### config.mk
export PLATFORM = sky130hd
export DESIGN_NAME = regfile_wb_arbiter
export DESIGN_NICKNAME = d
export VERILOG_FILES = /design/src/rtl/regfile_pkg.sv /design/src/rtl/wb_fifo.sv /design/src/rtl/regfile_wb_arbiter.sv
export SDC_FILE = /design/constraint.sdc
export NUM_CORES = 1
export LEC_CHECK = 0
export CAP_MARGIN = 20
export CORE_MARGIN = 5
export CORE_UTILIZATION = 48
export CTS_BUF_LIST = sky130_fd_sc_hd__clkbuf_4 sky130_fd_sc_hd__clkbuf_8 sky130_fd_sc_hd__clkbuf_16
export DETAILED_ROUTE_END_ITERATION = 7
export PLACE_DENSITY = 0.75
export RECOVER_POWER = 100
export SLEW_MARGIN = 20
export SYNTH_ARGS = -nofsm -noshare
export SYNTH_HDL_FRONTEND = slang
export SYNTH_HIERARCHICAL = 1
export SYNTH_SLANG_ARGS = --single-unit
export TNS_END_PERCENT = 50
### constraint.sdc
create_clock -name clk -period 2.3 [get_ports clk]
set_input_delay 0.46 -clock clk [delete_from_list [all_inputs] [get_ports clk]]
set_output_delay 0.46 -clock clk [all_outputs]
set_load 0.005 [all_outputs]
### src/rtl/regfile_pkg.sv
// Shared register-file widths and the write-back request type used by the
// write-back arbiter and its LSU FIFO.
package regfile_pkg;

  localparam int REG_ADDR_W = 5;
  localparam int REG_DATA_W = 32;
  localparam logic [REG_ADDR_W-1:0] REG_ZERO = 5'd0;

  typedef struct packed {
    logic [REG_ADDR_W-1:0] addr;
    logic [REG_DATA_W-1:0] data;
  } wb_req_t;

endpackage

### src/rtl/wb_fifo.sv
// Synchronous FIFO of write-back requests with occupancy count. With
// WB_BYPASS_EN defined it also exports its live entries in age order (0 = head).
module wb_fifo
  import regfile_pkg::*;
#(
  parameter int DEPTH = 4
) (
  input  logic                         clk,
  input  logic                         rst,
  input  logic                         push,
  input  wb_req_t                      push_data,
  input  logic                         pop,
  output wb_req_t                      head,
  output logic [$clog2(DEPTH+1)-1:0]   count
`ifdef WB_BYPASS_EN
  ,
  output logic [DEPTH-1:0]             entry_valid,
  output wb_req_t [DEPTH-1:0]          entries
`endif
);

  localparam int PTR_W = $clog2(DEPTH);
  localparam int CNT_W = $clog2(DEPTH+1);

  wb_req_t          mem [DEPTH];
  logic [PTR_W-1:0] rd_ptr;
  logic [PTR_W-1:0] wr_ptr;

  // NOTE: the storage array has no reset; only pointers and count define which entries are live.
  always_ff @(posedge clk) begin
    if (push) mem[wr_ptr] <= push_data;
  end

  always_ff @(posedge clk) begin
    if (rst) begin
      rd_ptr <= '0;
      wr_ptr <= '0;
      count  <= '0;
    end else begin
      if (push) wr_ptr <= wr_ptr + 1'b1;
      if (pop)  rd_ptr <= rd_ptr + 1'b1;
      case ({push, pop})
        2'b10:   count <= count + 1'b1;
        2'b01:   count <= count - 1'b1;
        default: count <= count;
      endcase
    end
  end

  assign head = mem[rd_ptr];

`ifdef WB_BYPASS_EN
  always_comb begin
    for (int k = 0; k < DEPTH; k++) begin
      entries[k]     = mem[rd_ptr + PTR_W'(k)];
      entry_valid[k] = CNT_W'(k) < count;
    end
  end
`endif

endmodule

### src/rtl/regfile_wb_arbiter.sv
// Merges ALU (priority) and buffered LSU results onto the single register-file
// write port, with LSU anti-starvation. Optional forwarding lookup: WB_BYPASS_EN.
module regfile_wb_arbiter
  import regfile_pkg::*;
#(
  parameter int DEPTH     = 4,
  parameter int MAX_STALL = 8
) (
  input  logic                         clk,
  input  logic                         rst,
  input  logic                         alu_valid,
  output logic                         alu_ready,
  input  logic [REG_ADDR_W-1:0]        alu_waddr,
  input  logic [REG_DATA_W-1:0]        alu_wdata,
  input  logic                         lsu_valid,
  output logic                         lsu_ready,
  input  logic [REG_ADDR_W-1:0]        lsu_waddr,
  input  logic [REG_DATA_W-1:0]        lsu_wdata,
  output logic                         wb_wen,
  output logic [REG_ADDR_W-1:0]        wb_waddr,
  output logic [REG_DATA_W-1:0]        wb_wdata,
`ifdef WB_BYPASS_EN
  input  logic [REG_ADDR_W-1:0]        byp_raddr_a,
  output logic                         byp_hit_a,
  output logic [REG_DATA_W-1:0]        byp_data_a,
  input  logic [REG_ADDR_W-1:0]        byp_raddr_b,
  output logic                         byp_hit_b,
  output logic [REG_DATA_W-1:0]        byp_data_b,
`endif
  output logic [$clog2(DEPTH+1)-1:0]   pending_cnt
);

  localparam int CNT_W   = $clog2(DEPTH+1);
  localparam int STALL_W = $clog2(MAX_STALL+1);
  localparam logic [CNT_W-1:0]   FULL_CNT    = CNT_W'(DEPTH);
  localparam logic [STALL_W-1:0] STALL_LIMIT = STALL_W'(MAX_STALL);

  logic               starve;
  logic [STALL_W-1:0] stall_cnt;
  logic [STALL_W-1:0] stall_inc;
  logic               fifo_empty;
  logic               alu_issue;
  logic               lsu_push;
  logic               pop;
  wb_req_t            head;

`ifdef WB_BYPASS_EN
  logic [DEPTH-1:0]    entry_valid;
  wb_req_t [DEPTH-1:0] entries;
`endif

  wb_fifo #(.DEPTH(DEPTH)) u_fifo (
    .clk       (clk),
    .rst       (rst),
    .push      (lsu_push),
    .push_data ('{addr: lsu_waddr, data: lsu_wdata}),
    .pop       (pop),
    .head      (head),
    .count     (pending_cnt)
`ifdef WB_BYPASS_EN
    ,
    .entry_valid (entry_valid),
    .entries     (entries)
`endif
  );

  // Writes to $0 are handshaken but never reach the FIFO or the port.
  assign alu_ready  = !starve;
  assign lsu_ready  = pending_cnt < FULL_CNT;
  assign alu_issue  = alu_valid && alu_ready && (alu_waddr != REG_ZERO);
  assign lsu_push   = lsu_valid && lsu_ready && (lsu_waddr != REG_ZERO);
  assign fifo_empty = (pending_cnt == '0);
  assign pop        = !fifo_empty && (starve || !alu_issue);
  assign stall_inc  = stall_cnt + 1'b1;

  always_ff @(posedge clk) begin
    if (rst) begin
      wb_wen    <= 1'b0;
      wb_waddr  <= REG_ZERO;
      wb_wdata  <= '0;
      stall_cnt <= '0;
      starve    <= 1'b0;
    end else begin
      wb_wen <= pop || alu_issue;
      if (pop) begin
        wb_waddr <= head.addr;
        wb_wdata <= head.data;
      end else if (alu_issue) begin
        wb_waddr <= alu_waddr;
        wb_wdata <= alu_wdata;
      end
      // The head's wait is counted only while it sits unserved.
      stall_cnt <= (fifo_empty || pop) ? '0 : stall_inc;
      if (pop)                                           starve <= 1'b0;
      else if (!fifo_empty && stall_inc == STALL_LIMIT)  starve <= 1'b1;
    end
  end

`ifdef WB_BYPASS_EN
  // Youngest FIFO entry wins among queued writes; the wb stage overrides all.
  function automatic logic [REG_DATA_W:0] lookup(
    input logic [REG_ADDR_W-1:0] raddr,
    input logic                  st_wen,
    input logic [REG_ADDR_W-1:0] st_waddr,
    input logic [REG_DATA_W-1:0] st_wdata,
    input logic [DEPTH-1:0]      ent_valid,
    input wb_req_t [DEPTH-1:0]   ent
  );
    logic [REG_DATA_W:0] res;
    res = '0;
    for (int k = 0; k < DEPTH; k++) begin
      if (ent_valid[k] && ent[k].addr == raddr) res = {1'b1, ent[k].data};
    end
    if (st_wen && st_waddr == raddr) res = {1'b1, st_wdata};
    if (raddr == REG_ZERO)           res = '0;
    return res;
  endfunction

  // NOTE: every always_comb output is assigned on every path, so no latch is inferred.
  always_comb begin
    {byp_hit_a, byp_data_a} = lookup(byp_raddr_a, wb_wen, wb_waddr, wb_wdata, entry_valid, entries);
    {byp_hit_b, byp_data_b} = lookup(byp_raddr_b, wb_wen, wb_waddr, wb_wdata, entry_valid, entries);
  end
`endif

endmodule

* After elaboration in Yosys (flattened, before gate mapping)
Memories as Yosys holds them, arrays and structs flattened. A register that Yosys moved wholly into a read port is not among the register bits.
Index checks and enable logic that the tools add are counted.
** Word-level totals
- Output and inout port bits :: 43
- Memory bits (writable) :: 148
- Input bits :: 78
- Register bits after elaboration :: 50
- Memories kept :: 1
- Logic and storage cells :: 46
** Memory list
- u_fifo.mem :: words 4, width 37, read ports 1, clocked after Yosys merged registers in 1, wr ports 1, line wb_fifo.sv:25 : wb_req_t mem [DEPTH];
** Cells by class
- Magnitude comparators :: 1
- $add $sub $neg :: 5
- Mux-type cells :: 9
- Reductions and logical operators :: 19
- Equal/unequal tests :: 3
** Operators by type and width (count)
- $mux 32 :: 2
- $mux 5 :: 2
- $reduce_bool 5->1 :: 2
- $logic_and 1x1->1 :: 6
- $pmux 3 s2 :: 1
- $add 2x1->2 const B :: 2
- $add 4x1->4 const B :: 1
- $eq 4x4->1 const B :: 1
- $mux 2 :: 2
- $reduce_bool 2->1 :: 2
- $reduce_or 2->1 :: 2
- $add 3x1->3 const B :: 1
- $logic_not 1->1 :: 3
- $logic_not 3->1 :: 1
- $logic_or 1x1->1 :: 3
- $lt 3x3->1 const B :: 1
- $sub 3x1->3 const B :: 1
- $eq 2x1->1 const B :: 1
- $eq 2x2->1 const B :: 1
- $mux 1 :: 2

* Depth between registers and ports, before layout
Gate-level depths: netlist of the first run.
- Word-level depth :: 8
- Depth in mapped cells :: 9
- Mapped depth without buffers :: 8

* Modules after synthesis
Netlist of the first run, hierarchy kept.
** Modules (own cells, without submodules)
- wb_fifo :: cells each 234, seq. area each 4624.4 um2, instances 1, area an instance 5808.1 um2
- regfile_wb_arbiter :: cells each 194, seq. area each 860.8 um2, instances 1, area an instance 2070.7 um2

* Least setup slack after synthesis of the first run
No wires, ideal clock.
- Kind :: in2reg
- Start :: input port alu_waddr[1]
- End :: register u_fifo.count[2]
- Arrival :: 2.372 ns
- Setup time :: 0.070 ns
- Setup slack :: -0.143 ns
- Data required time :: 2.230 ns
- Stages on the path :: 9
- Buffers on the path :: 1
- Cell sequence :: or4_1 -> o21ai_2 -> buf_6 -> and2_1 -> ha_1 -> fa_1 -> xnor2_1 -> or3_1 -> a21oi_1
** Between the ends
- Cells in the longest elaborated chain, start to end :: 7
- Elaborated cells on any way between the ends :: 9
- Classes of those cells :: eq/ne (2); mux (1); reduce/logical (6)
** RTL lines
- start, declared :: line regfile_wb_arbiter.sv:13 : input logic [REG_ADDR_W-1:0] alu_waddr,
- $reduce_bool 5->1 (*) :: line regfile_wb_arbiter.sv:70 : assign alu_issue = alu_valid && alu_ready && (alu_waddr != REG_ZERO);
- $logic_and 1x1->1 (*) :: line regfile_wb_arbiter.sv:70
- $logic_not 1->1 (*) :: line regfile_wb_arbiter.sv:73 : assign pop = !fifo_empty && (starve || !alu_issue);
- $logic_or 1x1->1 (*) :: line regfile_wb_arbiter.sv:73
- $logic_and 1x1->1 (*) :: line regfile_wb_arbiter.sv:73
- named net pop :: line regfile_wb_arbiter.sv:44 : logic pop;
- $eq 2x1->1 or $eq 2x2->1 (tied branches) :: line wb_fifo.sv:42 : case ({push, pop})
- $pmux 3 s2 or $reduce_bool 2->1 (tied branches)
- end signal, assigned :: line wb_fifo.sv:43 : 2'b10: count <= count + 1'b1;
- end signal, assigned :: line wb_fifo.sv:44 : 2'b01: count <= count - 1'b1;
- end signal, assigned :: line wb_fifo.sv:45 : default: count <= count;
- end, declared :: line wb_fifo.sv:14 : output logic [$clog2(DEPTH+1)-1:0] count
Mark *: on every way through the listed nets, which the timed path passes. The rest lies on a longest branch.
A chain may end at the register's enable or synchronous reset.

* Worst setup path in the final report of the first run
- Start :: input port lsu_waddr[1]
- End :: register u_fifo.count[2]
** Between the ends
- Cells in the longest elaborated chain, start to end :: 4
- Elaborated cells on any way between the ends :: 6
- Classes of those cells :: eq/ne (2); mux (1); reduce/logical (3)
** RTL lines
- start, declared :: line regfile_wb_arbiter.sv:17 : input logic [REG_ADDR_W-1:0] lsu_waddr,
- $reduce_bool 5->1 (*) :: line regfile_wb_arbiter.sv:71 : assign lsu_push = lsu_valid && lsu_ready && (lsu_waddr != REG_ZERO);
- $logic_and 1x1->1 (*) :: line regfile_wb_arbiter.sv:71
- named net lsu_push :: line regfile_wb_arbiter.sv:43 : logic lsu_push;
- $eq 2x1->1 or $eq 2x2->1 (tied branches) :: line wb_fifo.sv:42
- $pmux 3 s2 or $reduce_bool 2->1 (tied branches)
Marks and branches as above.

==> flow_summary_export.csv, run 1 <==
group,metric,value,unit
grt,gr-usage-all-layers,16.3,%
die,dieArea,0.0191,mm2
synthesis,synthFlopType,"edfxtp_1",
clocking,cts_buffers,17,
timing,min_period_over_period,96.6,%
synthesis,yosysSeqAreaShare,69.6,%
placed_design,place_area,0.00957,mm2
synthesis,yosysWarnings,6,
final_layout,final_area,0.00991,mm2
worst_setup_path,required,2650,ps
grt,antenna_found_initial,0,
synthesis,synth_enable_flop_cells,148,
grt,first_global_vias,4606,
routing,via_count,4202,
clocking,tritoncts,"yes",
power,pwr_density_cell,1020,mW/mm2
power,power_leakage,3.53,nW
timing,worst_pin_slew,774,ps
timing,slew_headroom,48.4,%
die,die_h,138,um
placed_design,io_buffers,120,
power,ir_worst_vdd,0.000779,V
routing,drc,0,
synthesis,synth_area,0.00788,mm2
timing,setup-violations-final,0,
final_layout,drive_gt1_share,18.9,%
clocking,clock-sinks,200,
clocking,h-tree-depth,4,
die,core,0.0160,mm2
synthesis,netlist_top_cells_area,"edfxtp_1, dfxtp_1, mux4_2, a211oi_2, mux2i_1",
status,status,"completed",
clocking,clk_pin_slew_worst_paths,70,ps
synthesis,syn-num-nets,514,
timing,finClkSkew,7.72,ps
worst_hold_path,hp-class,"flip-flop to flip-flop",
timing,max_freq,0.450,GHz
worst_setup_path,path_class,"input pin to flip-flop",
final_layout,nets,665,
final_layout,syn2layout_area_growth,25.7,%
power,power,10.1,mW
timing,worst_slack,79.1,ps
worst_setup_path,cp_data_arrival_time,2580,ps
final_layout,finish.utilization,61.9,%
die,initial_core_util,49.2,%
synthesis,synth_area_leader_cell,"edfxtp_1",
flow_run,maxCapViolCount,0,
synthesis,netlist_top_cells_count,"edfxtp_1, dfxtp_1, nor2_1",
synthesis,avgSynthCellArea,18.4,um2
synthesis,synth_cell_type_count,35,
synthesis,ys_ff_latch,200,
timing,rsz0062_at_grt,"no",
placed_design,dp_worst_setup_slack,-399,ps
routing,first_pass_iters,5,
final_layout,n_antenna_cell,0,
routing,viasPerCell,5.20,
clocking,cts_buffer_depth,2,
grt,grt.overflow.total,0,
synthesis,synth_top_area_share,56.4,%
placed_design,dp_hpwl,10.3,mm
timing,period_needed,2220,ps
synthesis,async_flop_share,0,%
worst_setup_path,crit_path_max_fanout,2,
synthesis,yosys.cell_count.top_type,"edfxtp_1",
clocking,root_buffer,"clkbuf_16",
timing,maxSlewViolCount,0,
routing,first_iter_violations,189,
routing,routed_wl,15.2,mm
grt,grt_pass1_wl,24.2,mm
grt,grt_max_degree,48,
synthesis,synthCells,428,
timing,timing.hold.ws,475,ps
worst_setup_path,crit_path_end_kind,"flip-flop",
die,io_pins,121,
routing,wl_per_cell,18.8,um
timing,finalHoldViolations,0,
placed_design,globalplace.congestion,0.810,
worst_setup_path,worst_setup_path_start_kind,"input pin",
clocking,cts_setup_buffers,0,
routing,ant_nets,0,
die,rows,46,
die,die_x,138,um
clocking,clk_latency,420,ps
-- cell type report --
| type | count | area (um2) |
|---|---|---|
| clock buffer | 20 | 448 |
| clock inverter | 12 | 80.1 |
| fill | 1200 | 6090 |
| inverter | 7 | 26.3 |
| multi-input combinational | 196 | 2110 |
| sequential | 200 | 5490 |
| tap | 216 | 270 |
| timing repair buffer | 157 | 1480 |
-- stage by stage --
step / cells / setup TNS, ps
floorplan: 428 / -54.6
global placement: 776 / -15680
detailed placement: 776 / -21690
CTS: 808 / 0
global route: 808 / 0
finish: 808 / 0
-- worst paths after layout --
check,from,endpoint,slack (ps),cells after the start
setup / recovery,lsu_waddr[1],u_fifo/count[2],80,9
hold / removal,stall_cnt[0],stall_cnt[0],480,1
setup reg to reg,u_fifo/count[1],u_fifo/count[2],180,8
hold reg to reg,stall_cnt[0],stall_cnt[0],480,1
-- report_power, final --
part | leakage [nW] | internal, mW | total, mW | switching (mW)
logic | 1.49 | 1.52 | 2.86 | 1.34
registers | 1.79 | 4.38 | 4.59 | 0.203
clock network | 0.244 | 1.41 | 2.62 | 1.21
total | 3.53 | 7.31 | 10.1 | 2.76
-- cell usage in the layout (no fill, tap or decap), drive strengths merged, types with 3 or more instances in the layout --
cell type / instances
clkinvlp: 6
edfxtp: 148
buf: 20
a211oi: 35
nor2: 47
clkbuf: 38
and2: 5
mux2i: 37
dlygate4sd3: 77
inv: 8
clkinv: 5
ha: 7
clkdlybuf4s50: 40
or3: 3
mux4: 37
dfxtp: 52
xnor2: 5
-- cell families (layout without fill, tap and decap cells) --
group           Yosys count  in the layout  synth area share (%)
flops                   200            200                  69.6
mux                      76             76                  15.9
simple gates             62             62                  3.43
compound gates           43             43                  5.97
buf+inv                  32            196                  2.94
fa+ha+maj                 8              8                  1.37
xor+xnor                  7              7                 0.778
-- state kept, by name (all words and copies together) (netlist names), named ones only --
name	cells
u_fifo/mem	148
wb_wdata	32
wb_waddr	5
stall_cnt	4
u_fifo/count	3
u_fifo/rd_ptr	2
u_fifo/wr_ptr	2
starve	1
wb_wen	1
-- routing by layer --
metal  part of all wire [%]  routed length (um)  up-vias  global-route usage (%)
li1                       -                   -     1988                       -
met1                     42                6360     2081                    19.4
met2                     52                7940      112                    29.0
met3                    4.5                 689       21                    3.79
met4                    1.6                 241        0                    5.88
met5                      0                   0        -                       0
-- worst max-delay path: stages --
cell	delay (ps)
clkdlybuf4s50_1	410
or3_1	380
o311a_1	320
inv_1	100
ha_4	150
fa_2	210
xnor2_2	70
or3_1	360
a21oi_2	120
-- what timing repair did --
item                                    4_1_cts  5_1_grt
gates resized for setup                       0        4
endpoints found under the hold margin         0        0
hold buffers                                  0        0
endpoints found under the setup margin        0        1
No activity file was read; power rests on OpenSTA's default activity.
==> run 2: changes to the inputs <==
- CORE_UTILIZATION: 48 -> 54
- PLACE_DENSITY: 0.75 -> 0.8
- clock period: 2.3 -> 2.42 ns (I/O delays scaled with it)
==> run 2 against run 1 <==
Compared with the run above: sequential power is 4% lower; via count is 1.0% higher; global-route usage is 2.0 points higher; non-clock buffer count is 4 lower; largest cell class unchanged; worst setup slack better by 10 ps; register-to-register slack better by 140 ps; combinational power is 7.3% lower; total power is 3.6% lower; critical path type unchanged; critical endpoint unchanged; die area is 10% lower; routed wire length is 2.6% lower; clock skew is 0.70 ps lower.
==> flow_summary_export.csv, run 2 (same netlist as run 1, synthesis figures left out) <==
group,metric,value,unit
status,status,"completed",
die,core,0.0144,mm2
routing,drc,0,
routing,via_count,4246,
die,dieArea,0.0171,mm2
timing,rsz0062_at_grt,"no",
die,rows,44,
timing,finalHoldViolations,0,
worst_setup_path,cp_top_family,"simple AND/OR/NAND/NOR gates",
clocking,tritoncts,"yes",
clocking,post_cts_resized,0,
routing,ant_nets,0,
grt,antenna_found_initial,1,
grt,grt.overflow.total,0,
timing,slew_headroom,50.3,%
timing,fin_tns_setup,0,ps
die,die_h,131,um
die,die_x,131,um
final_layout,layout_commonest_cell,"edfxtp_1",
timing,setup-violations-final,0,
power,ir_worst_vdd,0.00120,V
die,initial_core_util,54.6,%
timing,min_period_over_period,96.3,%
clocking,clock-sinks,200,
worst_setup_path,cp_cell_sequence,"clkdlybuf4s50_1, or4_4, o21ai_4, and2_4, ha_2, fa_1, xnor2_1, or3_1, a21oi_1",
final_layout,nets,661,
final_layout,final_cell_mix,"edfxtp_1, dlygate4sd3_1, dfxtp_1",
routing,first_iter_violations,293,
clocking,clk_latency,420,ps
worst_setup_path,cp_data_arrival_time,2680,ps
final_layout,regMostFlops,"u_fifo/mem",
clocking,cts_setup_buffers,0,
flow_run,maxCapViolCount,0,
power,pwr_density_cell,982,mW/mm2
worst_setup_path,path_class,"input pin to flip-flop",
clocking,root_buffer,"clkbuf_16",
timing,worst_slack,89.5,ps
grt,grt_pass1_wl,23.2,mm
power,power,9.70,mW
timing,worst_pin_slew,746,ps
worst_setup_path,worst_path_max_delay_cell,"or4_4",
placed_design,place_area,0.00952,mm2
placed_design,dp_worst_setup_slack,-372,ps
routing,viasPerCell,5.49,
worst_setup_path,worst-path-buf-inv,1,
clocking,cts_buffer_depth,2,
grt,first_global_vias,4460,
placed_design,dp_hpwl,9.89,mm
final_layout,finish.utilization,68.5,%
timing,max_freq,0.429,GHz
final_layout,reg_top3,"u_fifo/mem x148, wb_wdata x32, wb_waddr x5",
final_layout,drive_gt1_share,19.2,%
routing,first_pass_iters,5,
worst_setup_path,crit_path_max_fanout,2,
power,power_leakage,3.55,nW
die,io_pins,121,
worst_setup_path,required,2770,ps
timing,period_needed,2330,ps
final_layout,largest_reg_flops,148,
final_layout,final_area,0.00988,mm2
worst_setup_path,max_stage_delay,550,ps
clocking,h-tree-depth,4,
timing,finClkSkew,7.02,ps
worst_hold_path,hp-class,"input pin to flip-flop",
worst_setup_path,crit_path_end_kind,"flip-flop",
routing,routed_wl,14.8,mm
grt,grt_max_degree,49,
timing,maxSlewViolCount,0,
grt,gr-usage-all-layers,18.3,%
clocking,postCtsHoldBufs,0,
placed_design,io_buffers,120,
clocking,clk_pin_slew_worst_paths,60,ps
routing,wl_per_cell,19.2,um
final_layout,syn2layout_area_growth,25.4,%
placed_design,globalplace.congestion,0.765,
clocking,cts_buffers,17,
worst_setup_path,worst_setup_path_start_kind,"input pin",
==> run 2: power by group <==
| group | total [mW] | internal [mW] | switching [mW] |
|---|---|---|---|
| clock network | 2.64 | 1.54 | 1.10 |
| registers | 4.42 | 4.17 | 0.245 |
| logic | 2.65 | 1.42 | 1.22 |
| total | 9.70 | 7.14 | 2.56 |
==> run 2: through the flow <==
step	hold slack (ps)	std cells
finish	319	774
global route	315	773
detailed placement	463	740
global placement	440	740
floorplan	434	428
CTS	296	772
==> run 2: final cells by class <==
cell class                      count  area (um2)
Clock inverter                      3        15.0
Timing Repair Buffer              153        1450
Antenna cell                        2        5.00
Tap cell                          184         230
Sequential cell                   200        5490
Clock buffer                       29         553
Multi-Input combinational cell    196        2110
Inverter                            7        26.3
Fill cell                         970        4540
==> run 2: worst paths after layout <==
kind | start | to | slack (ps) | cells past startpoint
worst max register to register | starve | u_fifo/count[2] | 320 | 8
worst min register to register | stall_cnt[0] | stall_cnt[0] | 470 | 1
worst max-delay path | alu_waddr[1] | u_fifo/count[2] | 90 | 9
worst min-delay path | rst | u_fifo/count[2] | 320 | 2
==> run 2: per-layer routing <==
| metal | GRT usage, % | vias to the layer above | wire length, um |
|---|---|---|---|
| li1 | - | 1982 | - |
| met1 | 22.7 | 2136 | 6040 |
| met2 | 31.4 | 110 | 7770 |
| met3 | 4.27 | 18 | 789 |
| met4 | 7.02 | 0 | 228 |
| met5 | 0 | - | 0 |
==> run 3: changes to the inputs <==
- CORE_MARGIN: 5 -> 2
==> run 3 against run 2 <==
Compared with the run above: final cell count up 0.26%; die area shrank 9.0%; utilization grew 0.38 points; global-route usage rose by 2.4 points; total power grew 1.3%.
==> flow_summary_export.csv, run 3 (same netlist as run 1, synthesis figures left out) <==
group,metric,value,unit
worst_setup_path,crit_path_end_kind,"flip-flop",
status,status,"completed",
timing,setup-violations-final,0,
final_layout,regMostFlops,"u_fifo/mem",
final_layout,final_area,0.00990,mm2
worst_hold_path,hp-class,"flip-flop to flip-flop",
worst_setup_path,worstReg2RegStart,"starve",
die,dieArea,0.0156,mm2
die,initial_core_util,54.8,%
final_layout,n_antenna_cell,0,
routing,routed_wl,15.5,mm
die,die_h,125,um
grt,grt.overflow.total,0,
routing,first_pass_iters,4,
clocking,h-tree-depth,4,
timing,timing.hold.ws,473,ps
grt,antenna_found_initial,0,
die,io_pins,121,
worst_setup_path,reg2reg_depth,8,
worst_hold_path,hp-start,"stall_cnt[0]",
grt,gr-usage-all-layers,20.7,%
timing,max_freq,0.420,GHz
power,pwr_density_cell,993,mW/mm2
power,power_leakage,3.53,nW
final_layout,layout_commonest_cell,"edfxtp_1",
final_layout,num-fill-cells,942,
placed_design,dp.cells,744,
timing,maxSlewViolCount,0,
grt,first_global_vias,4564,
worst_hold_path,hold_depth,1,
worst_hold_path,hold_end,"stall_cnt[0]",
worst_setup_path,r2r_end,"u_fifo/count[2]",
routing,viasPerCell,5.57,
final_layout,drive_gt1_share,19.6,%
timing,worst_pin_slew,768,ps
final_layout,final_cell_mix,"edfxtp_1, dlygate4sd3_1, dfxtp_1",
timing,finalHoldViolations,0,
final_layout,syn2layout_area_growth,25.6,%
grt,grt_pass1_wl,24.3,mm
timing,worst_slack,38.8,ps
timing,finClkSkew,5.58,ps
placed_design,io_buffers,120,
clocking,cts_buffers,17,
worst_setup_path,cp_data_arrival_time,2740,ps
clocking,clk_latency,430,ps
worst_setup_path,crit_path_max_fanout,2,
placed_design,place_area,0.00948,mm2
clocking,cts_buffer_depth,2,
final_layout,reg_top3,"u_fifo/mem x148, wb_wdata x32, wb_waddr x5",
clocking,clock-sinks,200,
final_layout,largest_reg_flops,148,
die,die_x,125,um
placed_design,dp_worst_setup_slack,-392,ps
grt,grt_max_degree,55,
placed_design,globalplace.congestion,0.743,
worst_setup_path,worst_setup_path_start_kind,"input pin",
die,core,0.0144,mm2
routing,first_iter_violations,315,
timing,period_needed,2380,ps
worst_setup_path,reg2reg_slack,310,ps
final_layout,nets,665,
routing,ant_nets,0,
flow_run,maxCapViolCount,0,
final_layout,final_cells,776,
worst_setup_path,path_class,"input pin to flip-flop",
power,ir_worst_vdd,0.00117,V
die,rows,44,
clocking,clk_pin_slew_worst_paths,60,ps
clocking,tritoncts,"yes",
routing,drc,0,
routing,wl_per_cell,19.9,um
clocking,root_buffer,"clkbuf_16",
timing,slew_headroom,48.8,%
worst_setup_path,required,2780,ps
power,power,9.83,mW
routing,via_count,4320,
timing,min_period_over_period,98.4,%
placed_design,dp_hpwl,10.1,mm
==> run 3: cell types whose count changed in the layout (fill, tap and decap cells not counted), sizes merged <==
| cell | before | now |
|---|---|---|
| clkinvlp | 0 | 5 |
| buf | 17 | 19 |
| diode | 2 | 0 |
| clkinv | 3 | 6 |
| clkbuf | 46 | 39 |
| bufinv | 0 | 1 |
==> run 3: worst max path at each step <==
stage          slack (ps)         endpoint          from  cells past startpoint
2_1_floorplan          10  u_fifo/count[2]  alu_waddr[1]                      9
3_3_place_gp         -300  u_fifo/count[2]  alu_waddr[1]                      9
3_5_place_dp         -390  u_fifo/count[2]  alu_waddr[1]                      9
4_1_cts                60  u_fifo/count[2]  alu_waddr[1]                      9
5_1_grt                -3  u_fifo/count[2]  alu_waddr[1]                      9
6_report               40  u_fifo/count[2]  alu_waddr[1]                      9
==> run 3: power by group <==
group	switching, mW	internal (mW)	total (mW)
Combinational	1.26	1.44	2.70
Clock	1.19	1.52	2.71
Sequential	0.252	4.17	4.42
Total	2.69	7.13	9.83
==> run 3: worst max-delay path: stages <==
cell             delay [ps]
clkdlybuf4s50_1         430
or4_4                   560
o21ai_4                 140
and2_4                  160
ha_2                    190
fa_2                    220
xnor2_1                  90
or3_1                   320
a21oi_2                 140
==> run 3: metrics by stage <==
| stage | setup TNS (ps) | utilization (%) |
|---|---|---|
| after floorplan | 0 | - |
| after global placement | -7130 | 66.0 |
| after detailed placement | -11950 | 66.0 |
| after CTS | 0 | 70.0 |
| after global routing | -2.78 | 68.9 |
| final | 0 | 68.9 |
==> run 3: what timing repair did <==
item,CTS,global route
endpoints found under the hold margin,0,0
resized for setup,0,3
buffers inserted,0,0
hold buffers,0,0
setup endpoints to repair,0,1
==> run 3: layout make-up <==
cell class	instances	area (um2)	share of cell area, %
flip-flops and latches	200	5490	55.4
inverters	7	26.3	0.265
multi-input cells	196	2130	21.5
clock buffers	20	478	4.83
repair buffers	157	1450	14.7
well taps	184	230	2.33
clock inverters	12	98.8	0.999
==> run 3: routing by layer <==
layer  track usage, %  share of wire (%)  vias up
met5                0                  0        -
met4             6.94                1.6        0
met3             4.55                4.6       23
met2             36.1                 53      144
met1             25.8                 41     2166
li1                 -                  -     1987
